### config.mk
export PLATFORM = sky130hd
export DESIGN_NAME = pipe_front_regs
export DESIGN_NICKNAME = d
export VERILOG_FILES = /design/src/rtl/pipe_front_regs.sv
export SDC_FILE = /design/constraint.sdc
export NUM_CORES = 1
export LEC_CHECK = 0
export ABC_AREA = 1
export CORE_AREA = 2 2 170 172
export CTS_BUF_LIST = sky130_fd_sc_hd__clkbuf_16
export DETAILED_ROUTE_END_ITERATION = 8
export DIE_AREA = 0 0 172 174
export PLACE_DENSITY = 0.81
export SLEW_MARGIN = 20
export SYNTH_ARGS = -nofsm -noshare
export SYNTH_HDL_FRONTEND = slang
export SYNTH_SLANG_ARGS = --single-unit
### constraint.sdc
create_clock -name clk -period 12.6 [get_ports clk]
set_clock_uncertainty 0.1 [all_clocks]
set_input_delay 2.52 -clock clk [delete_from_list [all_inputs] [get_ports clk]]
set_output_delay 2.52 -clock clk [all_outputs]
set_load 0.01 [all_outputs]
### src/rtl/pipe_front_regs.sv
// pipe_front_regs: PC, IF/ID and ID/EX pipeline registers with hazard control and event counters
//   clk, reset          : clock, asynchronous active-high reset
//   stall_f/stall_d     : hold fetch PC / hold IF/ID
//   flush_e             : insert bubble into ID/EX
//   pc_src_d/pc_branch_d: taken branch redirect from decode
//   instr_f             : fetched instruction for pc_f
//   decode fields in    : ctrl_d, rd1_d, rd2_d, sign_imm_d, rs_d, rt_d, rd_d
//   outputs             : pc_f, IF/ID contents, ID/EX contents, stall_cnt, flush_cnt
module pipe_front_regs #(
   parameter logic [31:0] RESET_PC = 32'h0000_0000,
   parameter int          CTRL_W   = 10,
   parameter int          CNT_W    = 16
) (
   input  logic              clk,
   input  logic              reset,
   input  logic              stall_f,
   input  logic              stall_d,
   input  logic              flush_e,
   input  logic              pc_src_d,
   input  logic [31:0]       pc_branch_d,
   input  logic [31:0]       instr_f,
   input  logic [CTRL_W-1:0] ctrl_d,
   input  logic [31:0]       rd1_d,
   input  logic [31:0]       rd2_d,
   input  logic [31:0]       sign_imm_d,
   input  logic [4:0]        rs_d,
   input  logic [4:0]        rt_d,
   input  logic [4:0]        rd_d,
   output logic [31:0]       pc_f,
   output logic [31:0]       instr_d,
   output logic [31:0]       pc_plus4_d,
   output logic              valid_d,
   output logic [CTRL_W-1:0] ctrl_e,
   output logic [31:0]       rd1_e,
   output logic [31:0]       rd2_e,
   output logic [31:0]       sign_imm_e,
   output logic [4:0]        rs_e,
   output logic [4:0]        rt_e,
   output logic [4:0]        rd_e,
   output logic              valid_e,
   output logic [CNT_W-1:0]  stall_cnt,
   output logic [CNT_W-1:0]  flush_cnt
);
   logic [31:0]       pc_q, pc_d, instr_q, instr_d_n, pc4_q, pc4_d;
   logic              vd_q, vd_d, ve_q, ve_d;
   logic [CTRL_W-1:0] ctrl_q, ctrl_d_n;
   logic [31:0]       rd1_q, rd1_d_n, rd2_q, rd2_d_n, imm_q, imm_d;
   logic [4:0]        rs_q, rs_d_n, rt_q, rt_d_n, rd_q, rd_d_n;
   logic [CNT_W-1:0]  scnt_q, scnt_d, fcnt_q, fcnt_d;
   logic [31:0]       pc_plus4;
   logic              flush_ev;

   assign pc_plus4 = pc_q + 32'd4;
   // a redirect only squashes IF/ID when decode is not held
   assign flush_ev = flush_e | (pc_src_d & ~stall_d);

   always_comb begin
      pc_d      = stall_f ? pc_q : pc_src_d ? pc_branch_d : pc_plus4;
      instr_d_n = stall_d ? instr_q : pc_src_d ? 32'd0 : instr_f;
      pc4_d     = stall_d ? pc4_q : pc_src_d ? 32'd0 : pc_plus4;
      vd_d      = stall_d ? vd_q : ~pc_src_d;
      ctrl_d_n  = (flush_e | ~vd_q) ? '0 : ctrl_d;
      rd1_d_n   = flush_e ? 32'd0 : rd1_d;
      rd2_d_n   = flush_e ? 32'd0 : rd2_d;
      imm_d     = flush_e ? 32'd0 : sign_imm_d;
      rs_d_n    = flush_e ? 5'd0 : rs_d;
      rt_d_n    = flush_e ? 5'd0 : rt_d;
      rd_d_n    = flush_e ? 5'd0 : rd_d;
      ve_d      = ~flush_e & vd_q;
      scnt_d    = (stall_d & ~&scnt_q) ? scnt_q + 1'b1 : scnt_q;
      fcnt_d    = (flush_ev & ~&fcnt_q) ? fcnt_q + 1'b1 : fcnt_q;
   end

   always_ff @(posedge clk or posedge reset) begin
      if (reset) begin
         pc_q    <= RESET_PC;
         instr_q <= '0;
         pc4_q   <= '0;
         vd_q    <= 1'b0;
         ctrl_q  <= '0;
         rd1_q   <= '0;
         rd2_q   <= '0;
         imm_q   <= '0;
         rs_q    <= '0;
         rt_q    <= '0;
         rd_q    <= '0;
         ve_q    <= 1'b0;
         scnt_q  <= '0;
         fcnt_q  <= '0;
      end else begin
         pc_q    <= pc_d;
         instr_q <= instr_d_n;
         pc4_q   <= pc4_d;
         vd_q    <= vd_d;
         ctrl_q  <= ctrl_d_n;
         rd1_q   <= rd1_d_n;
         rd2_q   <= rd2_d_n;
         imm_q   <= imm_d;
         rs_q    <= rs_d_n;
         rt_q    <= rt_d_n;
         rd_q    <= rd_d_n;
         ve_q    <= ve_d;
         scnt_q  <= scnt_d;
         fcnt_q  <= fcnt_d;
      end
   end

   assign pc_f       = pc_q;
   assign instr_d    = instr_q;
   assign pc_plus4_d = pc4_q;
   assign valid_d    = vd_q;
   assign ctrl_e     = ctrl_q;
   assign rd1_e      = rd1_q;
   assign rd2_e      = rd2_q;
   assign sign_imm_e = imm_q;
   assign rs_e       = rs_q;
   assign rt_e       = rt_q;
   assign rd_e       = rd_q;
   assign valid_e    = ve_q;
   assign stall_cnt  = scnt_q;
   assign flush_cnt  = fcnt_q;
endmodule

; After elaboration in Yosys (flattened, before gate mapping)
; Cells that the tools add are included.
; W data, S select, Z words.
[word_totals]
ff_bits = 251
elab_cells = 41
[op_classes]
addsub = 3
muxes = 10
n_bitwise = 10
n_reduce_logical = 4
[ops]
columns = op, count
row1 = $mux W32, 6
row2 = $add A16 B1 Y16 const B, 2
row3 = $add A32 B3 Y32 const B, 1
row4 = $reduce_and A16 Y1, 2
row5 = $mux W5, 3
row6 = $mux W10, 1
row7 = $and A1 B1 Y1, 4
row8 = $not A1 Y1, 4
row9 = $logic_not A1 Y1, 2
row10 = $or A1 B1 Y1, 2

; Logic depth before layout (Yosys ltp)
; Gate-level depths: netlist of run 1.
[depth]
word_depth = 4
depth_mapped = 10
ltp_nobuf = 10

; Least setup slack after synthesis of run 1
; OpenSTA, ideal clock, no wires.
[synth_path]
kind = input -> register
from = in pc_src_d
to = reg pc_q[10], in the netlist pc_f[10]
setup_time_ps = 131
arrival_ps = 3317
t_required_ps = 12369
slack_ps = 9051
cell_stages = 7
cell_sequence = buf_4 > inv_1 > nor2_2 > buf_2 > nand2_1 > o21ai_0 > o21bai_1
[synth_via]
elab_chain_len = 1
[synth_rtl]
columns = element, line
row1 = "start, declared", 19  ; input logic pc_src_d,
row2 = $mux W32, 58  ; pc_d = stall_f ? pc_q : pc_src_d ? pc_branch_d : pc_plus4;
row3 = "end signal, assigned", 91  ; pc_q <= pc_d;
row4 = "end, declared", 44  ; logic [31:0] pc_q, pc_d, instr_q, instr_d_n, pc4_q, pc4_d;
; No other way between the ends.
; A chain may end at the register's enable or synchronous reset.

==> impl_metrics.py, run 1 <==
metrics = {
    "status": {
        "status": "completed",
    },
    "global_route": {
        "grt_usage": 0.209,
        "grt_start_max_net_pins": 93,
        "grt_pass1_wl_um": 49400,
        "gr-total-overflow": 0,
        "grt_pass1_vias": 9337,
        "antenna_found_initial": 0,
    },
    "route": {
        "wl_per_cell_um": 16.0,
        "num_vias": 9411,
        "dr.pass1.iters": 5,
        "drt-total-wl_um": 32100,
        "drc": 0,
        "drt_iter0_markers": 594,
        "via_per_inst": 4.69,
        "ant_nets": 0,
    },
    "timing": {
        "setup_violations": 0,
        "min_period_over_period": 0.356,
        "setup_ws_ns": 8.11,
        "worst_pin_slew_ns": 0.971,
        "whs_ns": 0.379,
        "hold_violations": 0,
        "clock.fmax_ghz": 0.223,
        "finalSetupTns_ns": 0,
        "final-max-slew-violation-count": 0,
        "fin_crit_ns": 4.49,
        "slew-limit-headroom": 0.352,
        "rsz0062_at_grt": "no",
    },
    "pwr": {
        "p_per_area_nw_per_um2": 132,
        "power_leakage_nw": 7.65,
        "vdd_drop_max_uv": 105,
        "total_power_w": 0.00213,
    },
    "yosys": {
        "synth_top_cell_area_share": 0.595,
        "yosysTopAreaCell": "dfrtp_1",
        "yosys_most_used_dff": "dfrtp_1",
        "netlist_top_cells_count": "nand2_1, dfrtp_1, inv_1",
        "synthCells": 1164,
        "ys_seq_area_frac": 0.595,
        "ys.warnings.count": 0,
        "syn_area_sq_um": 10600,
        "async_flop_share": 1.00,
        "yosysMostFrequentCell": "nand2_1",
        "synthesis.nets": 1358,
        "synth-seq-cells": 251,
        "ys_types": 40,
        "avgSynthCellArea_sq_um": 9.07,
        "yosys-top-cells-area": "dfrtp_1, nand2_1, inv_1, nor2_1, a22o_1",
        "synth_edf_count": 0,
    },
    "clocking": {
        "postCtsSetupBuffers": 0,
        "post_cts_resized": 0,
        "h-tree-depth": 1,
        "clk_pin_slew_ns": 0.06,
        "cts_buffers": 27,
        "cts_hold_buf": 0,
        "root_buffer": "clkbuf_16",
        "cts_sinks": 251,
        "clk_latency_ns": 0.53,
        "cts_buffer_depth": 3,
        "tritoncts": "yes",
    },
    "die": {
        "die_w_um": 172,
        "start_util": 0.374,
        "core_area_sq_um": 28200,
        "placementRows": 62,
        "die-area_sq_um": 29900,
        "fp.dieH_um": 174,
        "ioPinCount": 442,
    },
    "layout": {
        "final_area_sq_um": 16100,
        "diodes": 0,
        "nNetsFinal": 1797,
        "drive_above_1_share": 0.0537,
        "area_growth_syn_to_layout_pct": 52.8,
    },
    "worst_setup_path": {
        "cp.arrival_ns": 4.91,
        "critPathKind": "in -> async",
        "path_max_fanout": 92,
        "required_ns": 13.02,
        "end_kind": "asynchronous set/reset pin",
        "crit_path_start_kind": "input port",
    },
    "placement": {
        "placed_area_sq_um": 15300,
        "post-place-ws_ns": 7.44,
        "io_buffers": 441,
        "place_congestion": 0.912,
        "detailed_place_hpwl_um": 23900,
    },
    "run": {
        "cap_violations": 0,
    },
    "hold_path": {
        "hold_path_class": "reg -> reg",
    },
}
## stage by stage
step           instances   util
2_1_floorplan       1164      -
3_3_place_gp        1957  0.542
3_5_place_dp        1958  0.543
4_1_cts             2005  0.571
5_1_grt             2005  0.571
6_report            2005  0.571
## logic make-up after synthesis
kind of cell	Yosys count	synth area share
flops	251	0.595
xor+xnor	31	0.0257
buf+inv	236	0.0897
fa+ha+maj	3	0.00356
simple gates	533	0.214
compound gates	110	0.0721
## layout make-up
type,count,area (sq um)
fillers,2407,12100
inverters,197,754
flip-flops and latches,251,6280
multi-input cells,677,3330
clock inverters,20,126
repair buffers,449,4490
well taps,384,480
clock buffers,27,676
## placed cells by master, fill, tap and decap left out, types with 8 or more instances in the layout
cell type,synthesis,final
nor2_1,176,176
o21ai_2,11,11
clkdlybuf4s50_1,0,439
nand4_1,32,32
xnor2_1,12,12
nand3_1,36,36
a22o_1,34,34
nor3_1,9,9
clkinv_1,2,10
clkbuf_16,0,27
o21ai_0,46,46
xor2_1,19,19
buf_4,1,8
inv_1,192,192
nand2_1,256,256
dfrtp_1,251,251
## metal layers
metal	track usage	vias to the layer above	share of wire
met2	0.370	435	0.50
li1	-	4471	-
met4	0.0770	0	0.038
met5	0	-	0
met3	0.0508	75	0.089
met1	0.245	4430	0.37
## flip-flops by register name (all words and copies together), names as in the netlist
register	flops
ctrl_e	10
flush_cnt	16
instr_d	32
pc_f	32
pc_plus4_d	32
rd1_e	32
rd2_e	32
rd_e	5
rs_e	5
rt_e	5
sign_imm_e	32
stall_cnt	16
valid_d	1
valid_e	1
## power by group
part / internal [W] / switching (W)
Clock: 0.000408 / 0.000321
Combinational: 0.000240 / 0.000207
Sequential: 0.000880 / 0.0000704
## critical path, stage by stage
cell and delay (ns):
clkdlybuf4s50_1 0.49, inv_8 0.45, buf_4 0.50, buf_4 0.82
## final timing paths
kind | startpoint | to | slack (ns) | cells after the start
min | pc_plus4_d[3]$_DFFE_PP0N_ | pc_plus4_d[3]$_DFFE_PP0N_ | 0.38 | 2
max in group clk | stall_f | pc_f[26]$_DFFE_PP0N_ | 8.23 | 5
min in group asynchronous | reset | sign_imm_e[15]$_DFF_PP0_ | 2.36 | 2
min reg2reg | pc_plus4_d[3]$_DFFE_PP0N_ | pc_plus4_d[3]$_DFFE_PP0N_ | 0.38 | 2
max | reset | stall_cnt[5]$_DFFE_PP0P_ | 8.11 | 4
max reg2reg | pc_f[2]$_DFFE_PP0N_ | pc_f[18]$_DFFE_PP0N_ | 10.71 | 8
No activity file was read; power rests on OpenSTA's default activity.
==> run 2, diff against run 1 <==
- CORE_AREA: 2 2 170 172 -> 2 2 173 175
- DIE_AREA: 0 0 172 174 -> 0 0 175 177
- PLACE_DENSITY: 0.81 -> 0.82
- clock period: 12.6 -> 4.11 ns (I/O delays scaled with it)
==> impl_metrics.py, run 2 (synthesis results as in run 1) <==
metrics = {
    "status": {
        "status": "completed",
    },
    "worst_setup_path": {
        "cpLargestDelayFamily": "buffers and inverters",
        "path_max_fanout": 5,
        "cp.arrival_ns": 1.61,
        "crit_start": "pc_f[15]$_DFFE_PP0N_",
        "crit_path_start_kind": "flip-flop",
        "max_stage_delay_ns": 0.59,
        "crit_chain": "clkdlybuf4s50_1",
        "timing.critical_path.to": "pc_f[15]",
        "rr_endpoint": "pc_f[18]$_DFFE_PP0N_",
        "crit-reg2reg-launch": "pc_f[2]$_DFFE_PP0N_",
        "required_ns": 3.19,
        "path_depth": 1,
        "end_kind": "output port",
        "r2r_slack_ns": 2.24,
        "cp_slowest_cell": "clkdlybuf4s50_1",
        "critical_path_buf_inv_count": 1,
        "critPathKind": "reg -> out",
        "reg2reg_depth": 8,
    },
    "layout": {
        "area_growth_syn_to_layout_pct": 53.9,
        "final_area_sq_um": 16200,
        "drive_above_1_share": 0.0554,
        "final_common_cell": "clkdlybuf4s50_1",
        "layout_common_cells": "clkdlybuf4s50_1, nand2_1, dfrtp_1",
        "diodes": 0,
        "nNetsFinal": 1801,
    },
    "timing": {
        "setup_ws_ns": 1.58,
        "min_period_over_period": 0.615,
        "fin_crit_ns": 2.53,
        "slew-limit-headroom": 0.369,
        "hold_violations": 0,
        "rsz0062_at_grt": "no",
        "setup_violations": 0,
        "final-max-slew-violation-count": 0,
        "clock.fmax_ghz": 0.396,
        "worst_pin_slew_ns": 0.945,
        "whs_ns": 0.381,
    },
    "clocking": {
        "clk_pin_slew_ns": 0.06,
        "clk_latency_ns": 0.54,
        "post_cts_resized": 0,
        "cts_hold_buf": 0,
        "root_buffer": "clkbuf_16",
        "h-tree-depth": 1,
        "cts_buffers": 28,
        "tritoncts": "yes",
        "postCtsSetupBuffers": 0,
        "cts_sinks": 251,
        "cts_buffer_depth": 3,
    },
    "placement": {
        "place_congestion": 0.876,
        "detailed_place_hpwl_um": 24700,
        "placed_area_sq_um": 15400,
        "io_buffers": 441,
        "post-place-ws_ns": 1.16,
    },
    "die": {
        "start_util": 0.361,
        "placementRows": 63,
        "ioPinCount": 442,
        "die-area_sq_um": 31000,
        "core_area_sq_um": 29200,
        "die_w_um": 175,
        "fp.dieH_um": 177,
    },
    "global_route": {
        "grt_pass1_vias": 9818,
        "grt_pass1_wl_um": 51800,
        "gr-total-overflow": 0,
        "grt_usage": 0.209,
        "grt_start_max_net_pins": 102,
        "antenna_found_initial": 1,
    },
    "route": {
        "via_per_inst": 4.72,
        "num_vias": 9524,
        "ant_nets": 0,
        "dr.pass1.iters": 5,
        "drt_iter0_markers": 652,
        "drt-total-wl_um": 32900,
        "drc": 0,
        "wl_per_cell_um": 16.3,
    },
    "run": {
        "cap_violations": 0,
    },
    "pwr": {
        "p_per_area_nw_per_um2": 411,
        "vdd_drop_max_uv": 318,
        "power_leakage_nw": 7.73,
    },
    "hold_path": {
        "hold_path_class": "reg -> reg",
    },
}
[run 2: worst min path at each step]
stage | startpoint | slack, ns | depth (start not counted) | end
6_report | pc_plus4_d[10]$_DFFE_PP0N_ | 0.38 | 2 | pc_plus4_d[10]$_DFFE_PP0N_
5_1_grt | pc_plus4_d[16]$_DFFE_PP0N_ | 0.42 | 2 | pc_plus4_d[16]$_DFFE_PP0N_
4_1_cts | pc_plus4_d[2]$_DFFE_PP0N_ | 0.39 | 2 | pc_plus4_d[2]$_DFFE_PP0N_
3_5_place_dp | pc_plus4_d[3]$_DFFE_PP0N_ | 0.37 | 2 | pc_plus4_d[3]$_DFFE_PP0N_
3_3_place_gp | pc_plus4_d[2]$_DFFE_PP0N_ | 0.37 | 2 | pc_plus4_d[2]$_DFFE_PP0N_
2_1_floorplan | pc_plus4_d[15]$_DFFE_PP0N_ | 0.42 | 2 | pc_plus4_d[15]$_DFFE_PP0N_
[run 2: power by group]
part	total [W]	switching (W)	internal (W)
Combinational	0.00138	0.000638	0.000739
Sequential	0.00291	0.000214	0.00270
Clock	0.00239	0.000999	0.00139
[run 2: final cells by class]
class | instances | area [sq um]
clock inverters | 20 | 145
fillers | 2433 | 13000
clock buffers | 29 | 726
multi-input cells | 677 | 3330
inverters | 197 | 751
well taps | 390 | 488
flip-flops and latches | 251 | 6280
repair buffers | 452 | 4530
[run 2: metrics by stage]
stage,total power (W),TNS (ns),instances,util
final,0.00668,0,2016,0.556
after detailed placement,0.00434,0,1967,0.526
after global routing,0.00700,0,2016,0.556
after CTS,0.00675,0,2016,0.556
after global placement,0.00429,0,1967,0.526
after floorplan,0.00349,-28.54,1164,-
[run 2: layer usage]
metal	wire length (um)	global-route usage	vias to the layer above
met5	10	0	-
met4	1420	0.0847	2
met3	2920	0.0593	93
met2	16100	0.361	437
met1	12400	0.247	4529
li1	-	-	4463
==> run 3, diff against run 2 <==
- clock period: 4.11 -> 2.3 ns (I/O delays scaled with it)
==> impl_metrics.py, run 3 (synthesis results as in run 1) <==
metrics = {
    "route": {
        "drc": 0,
        "drt-total-wl_um": 33400,
        "dr.pass1.iters": 5,
        "wl_per_cell_um": 16.5,
        "ant_nets": 0,
        "via_per_inst": 4.78,
        "num_vias": 9704,
        "drt_iter0_markers": 643,
    },
    "clocking": {
        "clk_latency_ns": 0.53,
        "root_buffer": "clkbuf_16",
        "clk_pin_slew_ns": 0.06,
        "post_cts_resized": 0,
        "tritoncts": "yes",
        "postCtsSetupBuffers": 0,
        "cts_hold_buf": 0,
        "cts_buffer_depth": 3,
        "cts_sinks": 251,
        "cts_buffers": 28,
        "h-tree-depth": 1,
    },
    "die": {
        "fp.dieH_um": 177,
        "die_w_um": 175,
        "ioPinCount": 442,
        "start_util": 0.361,
        "core_area_sq_um": 29200,
        "die-area_sq_um": 31000,
        "placementRows": 63,
    },
    "pwr": {
        "p_per_area_nw_per_um2": 754,
        "power_leakage_nw": 7.84,
        "vdd_drop_max_uv": 609,
    },
    "timing": {
        "clock.fmax_ghz": 0.457,
        "fin_crit_ns": 2.19,
        "worst_pin_slew_ns": 0.512,
        "setup_violations": 0,
        "min_period_over_period": 0.951,
        "hold_violations": 0,
        "rsz0062_at_grt": "no",
        "finalSetupTns_ns": 0,
        "slew-limit-headroom": 0.659,
        "final-max-slew-violation-count": 0,
    },
    "worst_setup_path": {
        "path_max_fanout": 6,
        "cp.arrival_ns": 1.63,
        "critPathKind": "reg -> out",
        "end_kind": "output port",
        "crit_path_start_kind": "flip-flop",
        "critical_path_buf_inv_count": 1,
        "cpLargestDelayFamily": "buffers and inverters",
        "required_ns": 1.74,
        "max_stage_delay_ns": 0.62,
        "crit_chain": "clkdlybuf4s50_1",
        "cp_slowest_cell": "clkdlybuf4s50_1",
    },
    "layout": {
        "nNetsFinal": 1815,
        "final_area_sq_um": 16500,
        "drive_above_1_share": 0.0640,
        "diodes": 0,
        "layout_common_cells": "clkdlybuf4s50_1, nand2_1, dfrtp_1",
        "area_growth_syn_to_layout_pct": 56.2,
        "final_common_cell": "clkdlybuf4s50_1",
    },
    "global_route": {
        "grt_start_max_net_pins": 82,
        "grt_pass1_wl_um": 51600,
        "antenna_found_initial": 2,
        "grt_pass1_vias": 9609,
        "grt_usage": 0.209,
        "gr-total-overflow": 0,
    },
    "placement": {
        "io_buffers": 441,
        "detailed_place_hpwl_um": 25200,
        "placed_area_sq_um": 15500,
        "place_congestion": 0.925,
    },
    "hold_path": {
        "hold_path_class": "in -> async",
    },
    "status": {
        "status": "completed",
    },
    "run": {
        "cap_violations": 0,
    },
}
[run 3: cell count changes in the layout (fill, tap and decap cells not counted), sizes merged]
cell / before / now
clkinvlp: 3 / 2
clkinv: 10 / 12
bufinv: 2 / 6
buf: 13 / 27
inv: 202 / 198
[run 3: area by class of cell]
| class | instances | area [sq um] |
|---|---|---|
| fillers | 2432 | 12800 |
| flip-flops and latches | 251 | 6280 |
| repair buffers | 466 | 4670 |
| multi-input cells | 677 | 3330 |
| inverters | 197 | 751 |
| clock buffers | 29 | 726 |
| well taps | 390 | 488 |
| clock inverters | 21 | 248 |
[run 3: worst register-to-register path, delay by kind of cell (launching register included)]
kind / cells / cell delay (ns)
xor gates and xnor gates: 1 / 0.29
adders and majority gates: 1 / 0.18
DFF: 1 / 0.41
and+or+nand+nor: 6 / 0.92
[run 3: metal layers]
metal / up-vias / track usage / part of all wire
met5: - / 0 / 0.00075
met4: 4 / 0.0847 / 0.043
met3: 98 / 0.0569 / 0.089
met2: 477 / 0.361 / 0.49
met1: 4615 / 0.248 / 0.38
li1: 4510 / - / -
[run 3: worst paths after layout]
path	startpoint	end	slack, ns	cells after the start
max in group asynchronous	reset	rd2_e[14]$_DFF_PP0_	1.26	3
max	pc_f[20]$_DFFE_PP0N_	pc_f[20]	0.11	1
min reg2reg	pc_plus4_d[3]$_DFFE_PP0N_	pc_plus4_d[3]$_DFFE_PP0N_	0.38	2
min	reset	rs_e[1]$_DFF_PP0_	0.13	2
max reg2reg	pc_f[2]$_DFFE_PP0N_	pc_f[18]$_DFFE_PP0N_	0.35	8
min in group clk	flush_e	rd1_e[5]$_DFF_PP0_	0.16	2
[run 3: stage by stage]
step | worst slack, ns | hold slack, ns | util | instances | power (W)
after floorplan | -1.56 | 0.416 | - | 1164 | 0.00624
after global placement | 0.280 | 0.367 | 0.531 | 1981 | 0.00771
after detailed placement | 0.223 | 0.367 | 0.531 | 1981 | 0.00778
after CTS | 0.0985 | 0.112 | 0.564 | 2031 | 0.0126
after global routing | 0.0826 | 0.133 | 0.564 | 2031 | 0.0130
final | 0.112 | 0.134 | 0.564 | 2031 | 0.0124
[run 3: power breakdown]
group	leakage, nW	total, W	switching (W)	internal (W)
Combinational	4.11	0.00249	0.00115	0.00134
Clock	0.483	0.00473	0.00179	0.00293
Sequential	3.25	0.00521	0.000390	0.00482
Total	7.84	0.0124	0.00333	0.00910
